$ cat src/rtl/fwd_hazard_tracker_pkg.sv
// Shared definitions for the forwarding/stall tracker: tracker entry layout,
// the register-file select encoding and select-width helpers.
package fwd_hazard_tracker_pkg;

    // Entry layout: flags in the low bits, destination register above them.
    localparam int unsigned E_VALID = 0;
    localparam int unsigned E_WREN  = 1;
    localparam int unsigned E_LOAD  = 2;
    localparam int unsigned E_DST   = 3;
    localparam int unsigned E_FLAGS = 3;

    // fwd_sel value meaning "read the register file, no bypass".
    localparam int unsigned FWD_RF = 0;

    function automatic int unsigned sel_width(input int unsigned depth);
        return $clog2(depth + 1);
    endfunction

    function automatic int unsigned entry_width(input int unsigned aw);
        return aw + E_FLAGS;
    endfunction

endpackage

$ cat src/rtl/fwd_hazard_tracker_src_match.sv
// Per-operand lookup: finds the youngest in-flight producer of one source
// register and flags a load that is still too close to forward from.
module fwd_src_match
    import fwd_hazard_tracker_pkg::*;
#(
    parameter int AW        = 5,
    parameter int DEPTH     = 3,
    parameter int LOAD_DIST = 2,
    parameter int SELW      = sel_width(DEPTH)
) (
    input  logic                                 id_valid_i,
    input  logic                                 src_used_i,
    input  logic [AW-1:0]                        src_i,
    input  logic [DEPTH*entry_width(AW)-1:0]     tracker_i,
    output logic [SELW-1:0]                      sel_o,
    output logic                                 load_hazard_o
);

    localparam int EW = entry_width(AW);

    logic [DEPTH-1:0] hit;
    logic [DEPTH-1:0] is_load;
    logic             reads_reg;

    assign reads_reg = id_valid_i & src_used_i & (src_i != '0);

    for (genvar gi = 0; gi < DEPTH; gi++) begin : g_hit
        assign hit[gi] = reads_reg
                       & tracker_i[gi*EW + E_VALID]
                       & tracker_i[gi*EW + E_WREN]
                       & (tracker_i[gi*EW + E_DST +: AW] == src_i);
        assign is_load[gi] = tracker_i[gi*EW + E_LOAD];
    end

    // Scan oldest to youngest so the nearest producer overrides older ones.
    always_comb begin
        sel_o         = SELW'(FWD_RF);
        load_hazard_o = 1'b0;
        for (int k = DEPTH; k >= 1; k--) begin
            if (hit[k-1]) begin
                sel_o         = SELW'(k);
                load_hazard_o = is_load[k-1] && (k < LOAD_DIST);
            end
        end
    end

endmodule

$ cat src/rtl/fwd_hazard_tracker.sv
// Forwarding/stall control: tracks the last DEPTH issued instructions and
// returns per-operand bypass distances, load-use stalls and a stall counter.
module fwd_hazard_tracker
    import fwd_hazard_tracker_pkg::*;
#(
    parameter int NUM_SRC   = 2,
    parameter int AW        = 5,
    parameter int DEPTH     = 3,
    parameter int LOAD_DIST = 2,
    parameter int CW        = 16,
    localparam int SELW     = sel_width(DEPTH)
) (
    input  logic                    clk,
    input  logic                    rst_n,
    input  logic                    en,
    input  logic                    flush,
    input  logic                    id_valid,
    input  logic [NUM_SRC*AW-1:0]   id_src,
    input  logic [NUM_SRC-1:0]      id_src_used,
    input  logic [AW-1:0]           id_dst,
    input  logic                    id_wren,
    input  logic                    id_load,
    output logic [NUM_SRC*SELW-1:0] fwd_sel,
    output logic                    stall,
    output logic [CW-1:0]           stall_count
);

    localparam int EW = entry_width(AW);

    logic [DEPTH*EW-1:0] tracker_q, tracker_d;
    logic [CW-1:0]       stall_count_q, stall_count_d;
    logic [NUM_SRC-1:0]  hazard;
    logic [EW-1:0]       new_entry;
    logic                issue;

    for (genvar gi = 0; gi < NUM_SRC; gi++) begin : g_src
        fwd_src_match #(
            .AW        (AW),
            .DEPTH     (DEPTH),
            .LOAD_DIST (LOAD_DIST),
            .SELW      (SELW)
        ) u_match (
            .id_valid_i    (id_valid),
            .src_used_i    (id_src_used[gi]),
            .src_i         (id_src[gi*AW +: AW]),
            .tracker_i     (tracker_q),
            .sel_o         (fwd_sel[gi*SELW +: SELW]),
            .load_hazard_o (hazard[gi])
        );
    end

    // Flush overrides a hazard: the squashed instruction needs no bubble.
    assign stall = (|hazard) & ~flush;
    assign issue = id_valid & ~stall & ~flush;

    always_comb begin
        new_entry = '0;
        if (issue) begin
            new_entry[E_VALID]     = 1'b1;
            new_entry[E_WREN]      = id_wren;
            new_entry[E_LOAD]      = id_load;
            new_entry[E_DST +: AW] = id_dst;
        end
    end

    always_comb begin
        tracker_d     = tracker_q;
        stall_count_d = stall_count_q;
        if (en) begin
            tracker_d[0 +: EW] = new_entry;
            for (int k = 1; k < DEPTH; k++) begin
                tracker_d[k*EW +: EW] = tracker_q[(k-1)*EW +: EW];
            end
            if (stall && (stall_count_q != '1)) begin
                stall_count_d = stall_count_q + CW'(1);
            end
        end
    end

    always_ff @(posedge clk or negedge rst_n) begin
        if (!rst_n) begin
            tracker_q     <= '0;
            stall_count_q <= '0;
        end else begin
            tracker_q     <= tracker_d;
            stall_count_q <= stall_count_d;
        end
    end

    assign stall_count = stall_count_q;

endmodule

$ cat config.mk
export PLATFORM = sky130hd
export DESIGN_NAME = fwd_hazard_tracker
export DESIGN_NICKNAME = d
export VERILOG_FILES = /design/src/rtl/fwd_hazard_tracker_pkg.sv /design/src/rtl/fwd_hazard_tracker_src_match.sv /design/src/rtl/fwd_hazard_tracker.sv
export SDC_FILE = /design/constraint.sdc
export NUM_CORES = 1
export LEC_CHECK = 0
export CORE_UTILIZATION = 32
export CTS_CLUSTER_SIZE = 28
export DETAILED_ROUTE_END_ITERATION = 8
export MAX_ROUTING_LAYER = met4
export PLACE_DENSITY = 0.52
export SLEW_MARGIN = 0
export SYNTH_ARGS = -nofsm -noshare
export SYNTH_HDL_FRONTEND = slang
export SYNTH_SLANG_ARGS = --single-unit
$ cat constraint.sdc
create_clock -name clk -period 3.8 [get_ports clk]
set_input_delay 0.38 -clock clk [delete_from_list [all_inputs] [get_ports clk]]
set_output_delay 0.38 -clock clk [all_outputs]
set_load 0.1 [all_outputs]
# Word-level counts from Yosys, hierarchy flattened
# Cells that the tools add are included.
# classes
mux	9
addsub	1
eq_ne	7
bitwise	27
reduce_logical	5
# ops
cell	count
5-bit == test	6
1-bit bitwise AND	25
16-bit by 1-bit adder with 16-bit output, second input constant	1
16-bit inequality test, second input constant	1
2-bit two-way mux	6
5-bit nonzero test	2
8-bit two-way mux	1
1-bit two-way mux	2
1-bit NOT	2
2-bit AND reduction	1
2-bit OR reduction	1
1-bit logical AND	1
# totals
in_bits	24
elab_cells	51
ff_bits	40
out_inout_bits	21

# Logic depth before layout (Yosys ltp)
# Gate-level depths: netlist of the first run.
# logic_depth
depth_word	12
mapped_depth	7
ltp_nobuf	6

# Cells and area by module
# Synthesis of the first run repeated with hierarchy kept, for this count alone.
# hier_totals
cells_unflattened	187
area_unflattened_um2	2145.8
# by_module_without_submodules
mod	cells_per_inst	n_inst	seq_area_each_um2	area_each_um2
fwd_hazard_tracker	127	1	1001.0	1690.4
fwd_src_match	30	2	0.0	227.7

# Least setup slack after synthesis of the first run
# No wires, ideal clock.
# synth_timing
path_kind	register to output
startpoint	register tracker_q[13]
endpoint	output fwd_sel[3]
path_buffers	0
required_ps	3420
arrival_ps	2648
slack_ps	772
stages_incl_launch_ff	5
path_cell_list	dfrtp_1 -> xnor2_1 -> nand4_1 -> or4_1 -> a21oi_1
# synth_between
elab_chain_cells	4
# synth_rtl
element	line	text
start, declared	fwd_hazard_tracker.sv:30	logic [DEPTH*EW-1:0] tracker_q, tracker_d;
start signal, assigned	fwd_hazard_tracker.sv:85	tracker_q <= tracker_d;
5-bit == test	fwd_hazard_tracker_src_match.sv:31	& (tracker_i[gi*EW + E_DST +: AW] == src_i);
1-bit bitwise AND	fwd_hazard_tracker_src_match.sv:31	
2-bit two-way mux (2 in series)	fwd_hazard_tracker_src_match.sv:40	if (hit[k-1]) begin
end, declared	fwd_hazard_tracker.sv:23	output logic [NUM_SRC*SELW-1:0] fwd_sel,
# No other way between the ends.

# Worst setup path after layout of the first run
# layout_timing
startpoint	input id_src[5]
endpoint	output stall
# layout_between
elab_chain_cells	8
elab_cells_between_ends	9
cone_classes	1 x eq/ne; 1 x mux; 5 x bitwise; 2 x reduce/logical
# layout_rtl
element	line	text
start, declared	fwd_hazard_tracker.sv:18	input logic [NUM_SRC*AW-1:0] id_src,
5-bit nonzero test	fwd_hazard_tracker_src_match.sv:25	assign reads_reg = id_valid_i & src_used_i & (src_i != '0);
1-bit bitwise AND	fwd_hazard_tracker_src_match.sv:25	
1-bit bitwise AND	fwd_hazard_tracker_src_match.sv:29	& tracker_i[gi*EW + E_VALID]
1-bit bitwise AND	fwd_hazard_tracker_src_match.sv:30	& tracker_i[gi*EW + E_WREN]
1-bit bitwise AND (*)	fwd_hazard_tracker_src_match.sv:31	
1-bit two-way mux (*)	fwd_hazard_tracker_src_match.sv:40	
2-bit OR reduction (*)	fwd_hazard_tracker.sv:53	assign stall = (|hazard) & ~flush;
1-bit bitwise AND (*)	fwd_hazard_tracker.sv:53	
end, declared	fwd_hazard_tracker.sv:24	output logic stall,
# Mark *: on every way between the ends. The rest lies on a longest branch, timed or not.

==> results of run 1 <==
## registers in the layout (all words and copies together), names as in the netlist
| name | flops |
|---|---|
| stall_count | 16 |
| tracker_q | 22 |
## kinds of logic (layout without fill, tap and decap cells)
family                     Yosys count  in the layout
AOI/OAI and AO/OA                   18             18
DFF                                 38             38
and+or+nand+nor                     65             65
adders and majority gates            1              1
buffers and inverters                8             55
muxes                               15             15
xor gates and xnor gates            45             45
## metal layers
metal / global-route usage [%] / wire [um]
met5: - / 0
met4: 3.24 / 19
met3: 4.27 / 241
met2: 23.7 / 2250
met1: 20.8 / 2400
## path summary, 6_finish.rpt
path / start / to / slack [ps] / cells past startpoint
max: id_src[5] / stall / 780 / 7
min: rst_n / tracker_q[19] / 200 / 1
max reg2reg: tracker_q[6] / stall_count[1] / 1560 / 5
min reg2reg: tracker_q[16] / tracker_q[16] / 510 / 1
max in group asynchronous: rst_n / tracker_q[21] / 3050 / 1
min in group clk: tracker_q[16] / tracker_q[16] / 510 / 1
## stage by stage
stage | util (%) | total power, mW | instance area, um2 | instances | worst slack (ps)
2_1_floorplan | - | 0.512 | 2120 | 190 | 772
3_3_place_gp | 40.9 | 0.570 | 2610 | 307 | 812
3_5_place_dp | 40.9 | 0.569 | 2610 | 307 | 823
4_1_cts | 42.1 | 0.828 | 2690 | 314 | 799
5_1_grt | 42.1 | 0.860 | 2690 | 314 | 627
6_report | 42.1 | 0.813 | 2690 | 314 | 778
## synthesized netlist by cell type
library cell,count,area (um2)
o21bai_1,1,7.51
o21ai_0,1,5.00
nand4_1,10,62.6
nor3_1,3,15.0
nand2b_1,2,12.5
a22o_1,7,61.3
mux2_1,1,11.3
buf_6,2,22.5
ha_1,1,12.5
nand3_1,9,45.0
nor4_1,4,25.0
or4_1,4,30.0
o21a_1,1,7.51
or3_4,1,11.3
a21oi_1,1,5.00
a211o_1,1,8.76
o32ai_4,1,27.5
and4bb_1,1,12.5
clkinv_1,1,3.75
and3_1,6,37.5
nand3_2,1,10.0
buf_2,1,5.00
a21o_1,3,22.5
nand3b_1,1,7.51
nand2_1,11,41.3
nor2_1,7,26.3
clkbuf_1,2,7.51
xor2_1,9,78.8
xnor2_1,36,315
a21oi_4,1,16.3
inv_1,2,7.51
and4_1,1,8.76
nand4b_1,1,8.76
o211a_1,1,10.0
mux2_2,14,158
dfrtp_1,38,951
and3_2,3,22.5
## power by group through the flow
stage | logic (mW) | registers, mW | clock network [mW]
CTS | 0.117 | 0.445 | 0.266
floorplan | 0.0649 | 0.447 | 0
finish | 0.115 | 0.444 | 0.254
detailed placement | 0.116 | 0.453 | 0
global route | 0.125 | 0.448 | 0.286
global placement | 0.117 | 0.452 | 0
## final cells by class
type                            instances  share of cell area, %
Multi-Input combinational cell        144                   41.8
Sequential cell                        38                   35.4
Timing Repair Buffer                   45                   16.0
Tap cell                               77                   3.58
Clock buffer                            7                   2.84
Inverter                                3                  0.419
==> results.ini, run 1 <==
[floorplan]
chipHeight_um = 83.4
die_w_um = 83.4
ios = 45
core-area_mm2 = 0.00639
placementRows = 29
die-area_mm2 = 0.00696
initial_core_util_pct = 33.2

[global_route]
grt_max_degree = 39
grt_pass1_wl_um = 8350
antenna_found_initial = 0
first_global_vias = 1624
grt_overflow_total = 0
groute.usage.overall_pct = 15.5

[sta]
hold_viol = 0
finalSetupViolations = 0
worst_pin_slew_ps = 982
rsz0062_at_grt = false
setup_tns_ps = 0
finalClockSkew_ps = 3.83
max_freq_mhz = 331
period_needed_ps = 3020
fin_crit_sh_pct = 79.5
max_slew_margin_pct = 34.3
finalHoldWorstSlack_ps = 202
maxSlewViolCount = 0

[final_layout]
seq_area_um2 = 951
final_cell_mix = clkdlybuf4s50_1, dfrtp_1, xnor2_1
num-nets-final = 262
drive_gt1_share_pct = 13.9
area_growth_pct = 26.8
diodes = 0
multi_input_area_mm2 = 0.00112
num-fill-cells = 638

[clock_network]
htree_levels = 2
hold_buffers = 0
path_clk_slew_ps = 70
cts-buffers-inserted = 5
cts_root_buf = clkbuf_8
cts_resized = 0
clock_path_buffers = 2
cts_setup_buffers = 0
cts_tree = done
clk_latency_ps = 280
cts.sink_count = 38

[placed_design]
hpwl_um = 3740
gp_congestion = 0.837
portBuffers = 44

[worst_setup_path]
cp_slowest_cell = clkdlybuf4s50_1
critPathKind = in2out
start_kind = input port
cp_max_fo = 4
crit_path_cell_trace = clkdlybuf4s50_1 > xnor2_1 > nand4_1 > nor4_1 > o21ai_0 > nor2_1 > buf_4
slowest_delay_ps = 590
setup.worst_path.end_class = output pin
crit_arrival_ps = 2640
crit_required_ps = 3420
cpLargestDelayFamily = simple AND/OR/NAND/NOR gates
critPathBufInv = 2

[routing]
routed_via_density = 5.03
drt-total-wl_um = 4910
drc_errors = 0
routedWlPerCell_um = 15.6
drtIter0Drc = 106
vias = 1580
ant_nets = 0
drt-pass1-iter-count = 4

[logic_synthesis]
synth-simple-area-share_pct = 17.8
synth-compound-area-share_pct = 8.08
syn_inst = 190
yosysSeqAreaShare_pct = 44.8
syn_avg_cell_area_um2 = 11.2
synth_fp_nets = 215
synth_top_family_by_area = XOR/XNOR gates
syn-cell-area_mm2 = 0.00212
synth_seq_cells = 38
synthMuxAreaShare_pct = 7.96
synth_fa_ha_area_share_pct = 0.590
ys_types = 37
yosys_warnings = 0
synth-xor-area-share_pct = 18.6

[power_and_ir_drop]
vdd_drop_max_v = 0.000138
clkPwrFrac_pct = 31.2
p_per_area_mw_per_mm2 = 302
intPower_mw = 0.613
netSwitchingFraction_pct = 24.6
p_switching_mw = 0.200
total_leakage_power_nw = 1.14
seq_power_share_pct = 54.7
p_comb_share_pct = 14.1

[hold_path]
hp-class = in2async

[job]
maxCapViolCount = 0

[outcome]
status = finished, final reports clean

Note: power is estimated with default switching activity, not from simulation.
==> run 2, diff against run 1 <==
--- a/config.mk
+++ b/config.mk
@@ -9,7 +9,7 @@
 export CTS_CLUSTER_SIZE = 28
 export DETAILED_ROUTE_END_ITERATION = 8
 export MAX_ROUTING_LAYER = met4
-export PLACE_DENSITY = 0.52
+export PLACE_DENSITY = 0.54
 export SLEW_MARGIN = 0
 export SYNTH_ARGS = -nofsm -noshare
 export SYNTH_HDL_FRONTEND = slang
==> constraint.sdc (replaced) <==
create_clock -name clk -period 2.5 [get_ports clk]
set_input_delay 0.25 -clock clk [delete_from_list [all_inputs] [get_ports clk]]
set_output_delay 0.25 -clock clk [all_outputs]
set_load 0.1 [all_outputs]
==> run 2 against run 1 <==
Net effect:
- worst hold slack worse by 170 ps
- sequential cell count did not move
- core utilization grew 2.8 points
- cell count increased by 4.8%
- count of clock-buffer cells in the layout did not move
- setup slack got worse by 650 ps
- sequential power grew 52%
- total power increased by 59%
- combinational power is 63% higher
==> results.ini, run 2 (same netlist as run 1, synthesis figures left out) <==
[outcome]
status = finished, final reports clean

[routing]
drtIter0Drc = 38
drt-pass1-iter-count = 4
routed_via_density = 4.97
drt-total-wl_um = 5020
routedWlPerCell_um = 15.2
drc_errors = 0
vias = 1634
ant_nets = 0

[worst_setup_path]
crit_required_ps = 2250
crit_arrival_ps = 2120
setup.worst_path.end_class = output pin
critPathKind = in2out
start_kind = input port
cp_max_fo = 3

[final_layout]
final_common_cell = xnor2_1
diodes = 0
drive_gt1_share_pct = 30.2
num-fill-cells = 618
seq_area_um2 = 960
final_area_mm2 = 0.00287
multi_input_area_mm2 = 0.00114
utilization_pct = 44.9
regMostFlops = tracker_q
largest_register_ffs = 22
num-nets-final = 277
final_cell_mix = xnor2_1, buf_4, dfrtp_1
area_growth_pct = 35.2

[power_and_ir_drop]
intPower_mw = 0.970
p_per_area_mw_per_mm2 = 449
total_leakage_power_nw = 1.29
clkPwrFrac_pct = 32.9
seq_power_share_pct = 52.5
p_switching_mw = 0.319
total_power_mw = 1.29
netSwitchingFraction_pct = 24.7
vdd_drop_max_v = 0.000202
p_comb_share_pct = 14.6

[sta]
worst_pin_slew_ps = 758
hold_viol = 0
period_needed_ps = 2370
max_freq_mhz = 422
max_slew_margin_pct = 49.4
maxSlewViolCount = 0
fin_crit_sh_pct = 94.7
finalSetupViolations = 0
finalClockSkew_ps = 3.80

[global_route]
antenna_found_initial = 0
grt_pass1_wl_um = 8450
grt_max_degree = 33
grt_overflow_total = 0
groute.usage.overall_pct = 15.9
first_global_vias = 1672

[floorplan]
core-area_mm2 = 0.00639
placementRows = 29
initial_core_util_pct = 33.2
chipHeight_um = 83.4
ios = 45
die_w_um = 83.4
die-area_mm2 = 0.00696

[placed_design]
gp_congestion = 0.817
hpwl_um = 3820
portBuffers = 44
post_dp_cell_area_mm2 = 0.00277

[clock_network]
hold_buffers = 0
cts.sink_count = 38
cts_setup_buffers = 0
clk_latency_ps = 280
cts_root_buf = clkbuf_8
htree_levels = 2
cts_resized = 0
cts_tree = done
path_clk_slew_ps = 70
cts-buffers-inserted = 5
clock_path_buffers = 2

[hold_path]
hp-class = in2async

[job]
maxCapViolCount = 0

==> run 2: cell types whose count changed in the layout (fill, tap and decap cells not counted), moves of 4 or more <==
cell / delta
dlymetal6s2s_1: +4
buf_4: +26
clkdlybuf4s50_1: -20
dfrtp_1: -7
dfrtp_2: +7
buf_12: +5
==> run 2: routing by layer <==
layer,track usage (%),part of all wire (%)
met3,3.98,4.9
met5,-,0
met2,25.0,47
met4,4.78,0.98
met1,20.4,48
==> run 2: path summary, 6_finish.rpt <==
| kind | to | slack, ps | start | cells after the start |
|---|---|---|---|---|
| worst max register to register | stall_count[1] | 380 | stall_count[0] | 6 |
| worst max-delay path | fwd_sel[0] | 130 | id_src[0] | 8 |
| worst min-delay path | tracker_q[23] | 30 | rst_n | 1 |
| worst min register to register | stall_count[4] | 500 | stall_count[4] | 1 |
| min in group clk | stall_count[4] | 500 | stall_count[4] | 1 |
| max in group asynchronous | tracker_q[4] | 1870 | rst_n | 2 |
==> run 2: area by class of cell <==
type	instances	area share, %
Multi-Input combinational cell	144	39.7
Sequential cell	38	33.5
Timing Repair Buffer	60	20.1
Tap cell	77	3.36
Clock buffer	7	3.01
Inverter	3	0.393
==> run 2: power groups by stage <==
stage	Clock (mW)	Combinational [mW]	Sequential, mW
3_3_place_gp	0	0.189	0.689
2_1_floorplan	0	0.0987	0.679
5_1_grt	0.472	0.206	0.682
6_report	0.424	0.188	0.677
3_5_place_dp	0	0.190	0.689
4_1_cts	0.444	0.191	0.677
==> run 2: per-stage QoR <==
step                cells  worst slack [ps]  hold slack (ps)  setup TNS [ps]
floorplan             190              2.03            -45.6               0
global placement      322              29.6              358               0
detailed placement    322              40.2              362               0
CTS                   329              41.1             48.9               0
global route          329             -6.76             77.9           -6.76
finish                329               133             31.3               0
==> run 2: worst max-delay path, cell delays in order <==
cell	delay (ps)
clkdlybuf4s50_1	480
or4_1	580
o21bai_1	210
buf_4	150
nor4_1	50
inv_1	50
a21o_1	160
buf_12	180
==> run 3, diff against run 2 <==
--- a/config.mk
+++ b/config.mk
@@ -5,12 +5,12 @@
 export SDC_FILE = /design/constraint.sdc
 export NUM_CORES = 1
 export LEC_CHECK = 0
-export CORE_UTILIZATION = 32
+export CORE_UTILIZATION = 46
 export CTS_CLUSTER_SIZE = 28
 export DETAILED_ROUTE_END_ITERATION = 8
 export MAX_ROUTING_LAYER = met4
-export PLACE_DENSITY = 0.54
-export SLEW_MARGIN = 0
+export PLACE_DENSITY = 0.74
+export SLEW_MARGIN = 15
 export SYNTH_ARGS = -nofsm -noshare
 export SYNTH_HDL_FRONTEND = slang
 export SYNTH_SLANG_ARGS = --single-unit
==> run 3 against run 2 <==
Net effect:
- register-to-register slack is essentially flat
- critical path depth down 1
- sequential power is essentially flat
- setup slack lost 69 ps
- maximum frequency decreased by 2.8%
- non-clock buffer count is 3 lower
- critical path type unchanged
- largest cell class unchanged
==> results.ini, run 3 (same netlist as run 1, synthesis figures left out) <==
[job]
maxCapViolCount = 0

[routing]
drtIter0Drc = 69
routedWlPerCell_um = 15.2
ant_nets = 0
vias = 1670
routed_via_density = 5.53
drt-pass1-iter-count = 4
drt-total-wl_um = 4580
drc_errors = 0

[clock_network]
cts_root_buf = clkbuf_8
htree_levels = 2
cts.sink_count = 38
cts_setup_buffers = 0
clock_path_buffers = 2
cts_tree = done
clk_latency_ps = 290
path_clk_slew_ps = 70
cts-buffers-inserted = 5

[power_and_ir_drop]
vdd_drop_max_v = 0.000387
total_leakage_power_nw = 1.30
p_per_area_mw_per_mm2 = 524

[sta]
finalClockSkew_ps = 6.18
setup_tns_ps = 0
max_freq_mhz = 410
finalSetupViolations = 0
maxSlewViolCount = 0
finalHoldWorstSlack_ps = 84.8
period_needed_ps = 2440
worst_pin_slew_ps = 923
max_slew_margin_pct = 38.5
fin_crit_sh_pct = 97.4
hold_viol = 0
rsz0062_at_grt = false

[floorplan]
core-area_mm2 = 0.00438
initial_core_util_pct = 48.4
chipHeight_um = 69.9
placementRows = 24
die-area_mm2 = 0.00489
ios = 45
die_w_um = 69.9

[worst_setup_path]
cp_max_fo = 4
rr_worst_depth = 6
start_kind = input port
r2r_slack_ps = 390
endpoint = fwd_sel[2]
critPathKind = in2out
crit_arrival_ps = 2190
r2r_end = stall_count[1]
r2r-start = stall_count[0]
crit_required_ps = 2250
crit_start = id_src[7]
setup.worst_path.end_class = output pin

[final_layout]
regMostFlops = tracker_q
diodes = 0
drive_gt1_share_pct = 30.4
largest_register_ffs = 22
num-nets-final = 274
stdcell_count = 302
num-fill-cells = 347
utilization_pct = 65.6
final_cell_mix = xnor2_1, dfrtp_1, buf_4
area_growth_pct = 35.5
final_common_cell = xnor2_1

[placed_design]
hpwl_um = 3510
placed_cells = 294
gp_congestion = 0.871
portBuffers = 44

[hold_path]
hp-class = in2async

[global_route]
grt_max_degree = 39
grt_overflow_total = 0
antenna_found_initial = 0
grt_pass1_wl_um = 7790
first_global_vias = 1684
groute.usage.overall_pct = 21.1

[outcome]
status = finished, final reports clean

run 3: per-stage QoR:
step	total power, mW	setup WS [ps]	area [um2]
floorplan	0.777	2.03	2140
global placement	0.868	43.4	2710
detailed placement	0.873	42.9	2710
CTS	1.52	42.3	2850
global route	1.56	10.7	2870
finish	1.51	63.9	2870
run 3: repair_timing:
item                       4_1_cts  5_1_grt
hold buffers                     0        0
gates resized for setup          0        5
setup endpoints to repair        0        2
run 3: how the worst min path moves through the flow:
stage                     start             end  slack (ps)
after floorplan           rst_n  stall_count[0]         -50
after global placement    rst_n   tracker_q[23]         430
after detailed placement  rst_n   tracker_q[23]         430
after CTS                 rst_n   tracker_q[23]         110
after global routing      rst_n   tracker_q[19]         170
final                     rst_n   tracker_q[23]          80
run 3: power by group:
| group | internal, mW | total (mW) | leakage (nW) | switching, mW |
|---|---|---|---|---|
| Sequential | 0.642 | 0.676 | 0.507 | 0.0340 |
| Clock | 0.426 | 0.645 | 0.0714 | 0.220 |
| Combinational | 0.106 | 0.183 | 0.717 | 0.0779 |
| Total | 1.17 | 1.51 | 1.30 | 0.332 |
run 3: worst max-delay path, cell delays in order:
cell and delay, ps:
clkdlybuf4s50_1 610, nor2_1 100, a21o_1 200, or4_1 560, nand2b_1 160, nand2b_1 110, buf_12 180
run 3: area by class of cell:
cell class | instances | area (um2) | area share [%]
Timing Repair Buffer | 57 | 551 | 19.2
Inverter | 3 | 11.3 | 0.392
Tap cell | 52 | 65.1 | 2.26
Multi-Input combinational cell | 144 | 1140 | 39.8
Clock inverter | 2 | 60.1 | 2.09
Sequential cell | 38 | 960 | 33.4
Clock buffer | 6 | 82.6 | 2.87
run 3: layer usage:
metal | vias up | global-route usage (%) | wire length, um
met4 | 0 | 8.67 | 72
met5 | - | - | 0
met3 | 9 | 5.19 | 251
li1 | 797 | - | -
met2 | 51 | 33.0 | 2250
met1 | 813 | 26.3 | 2000
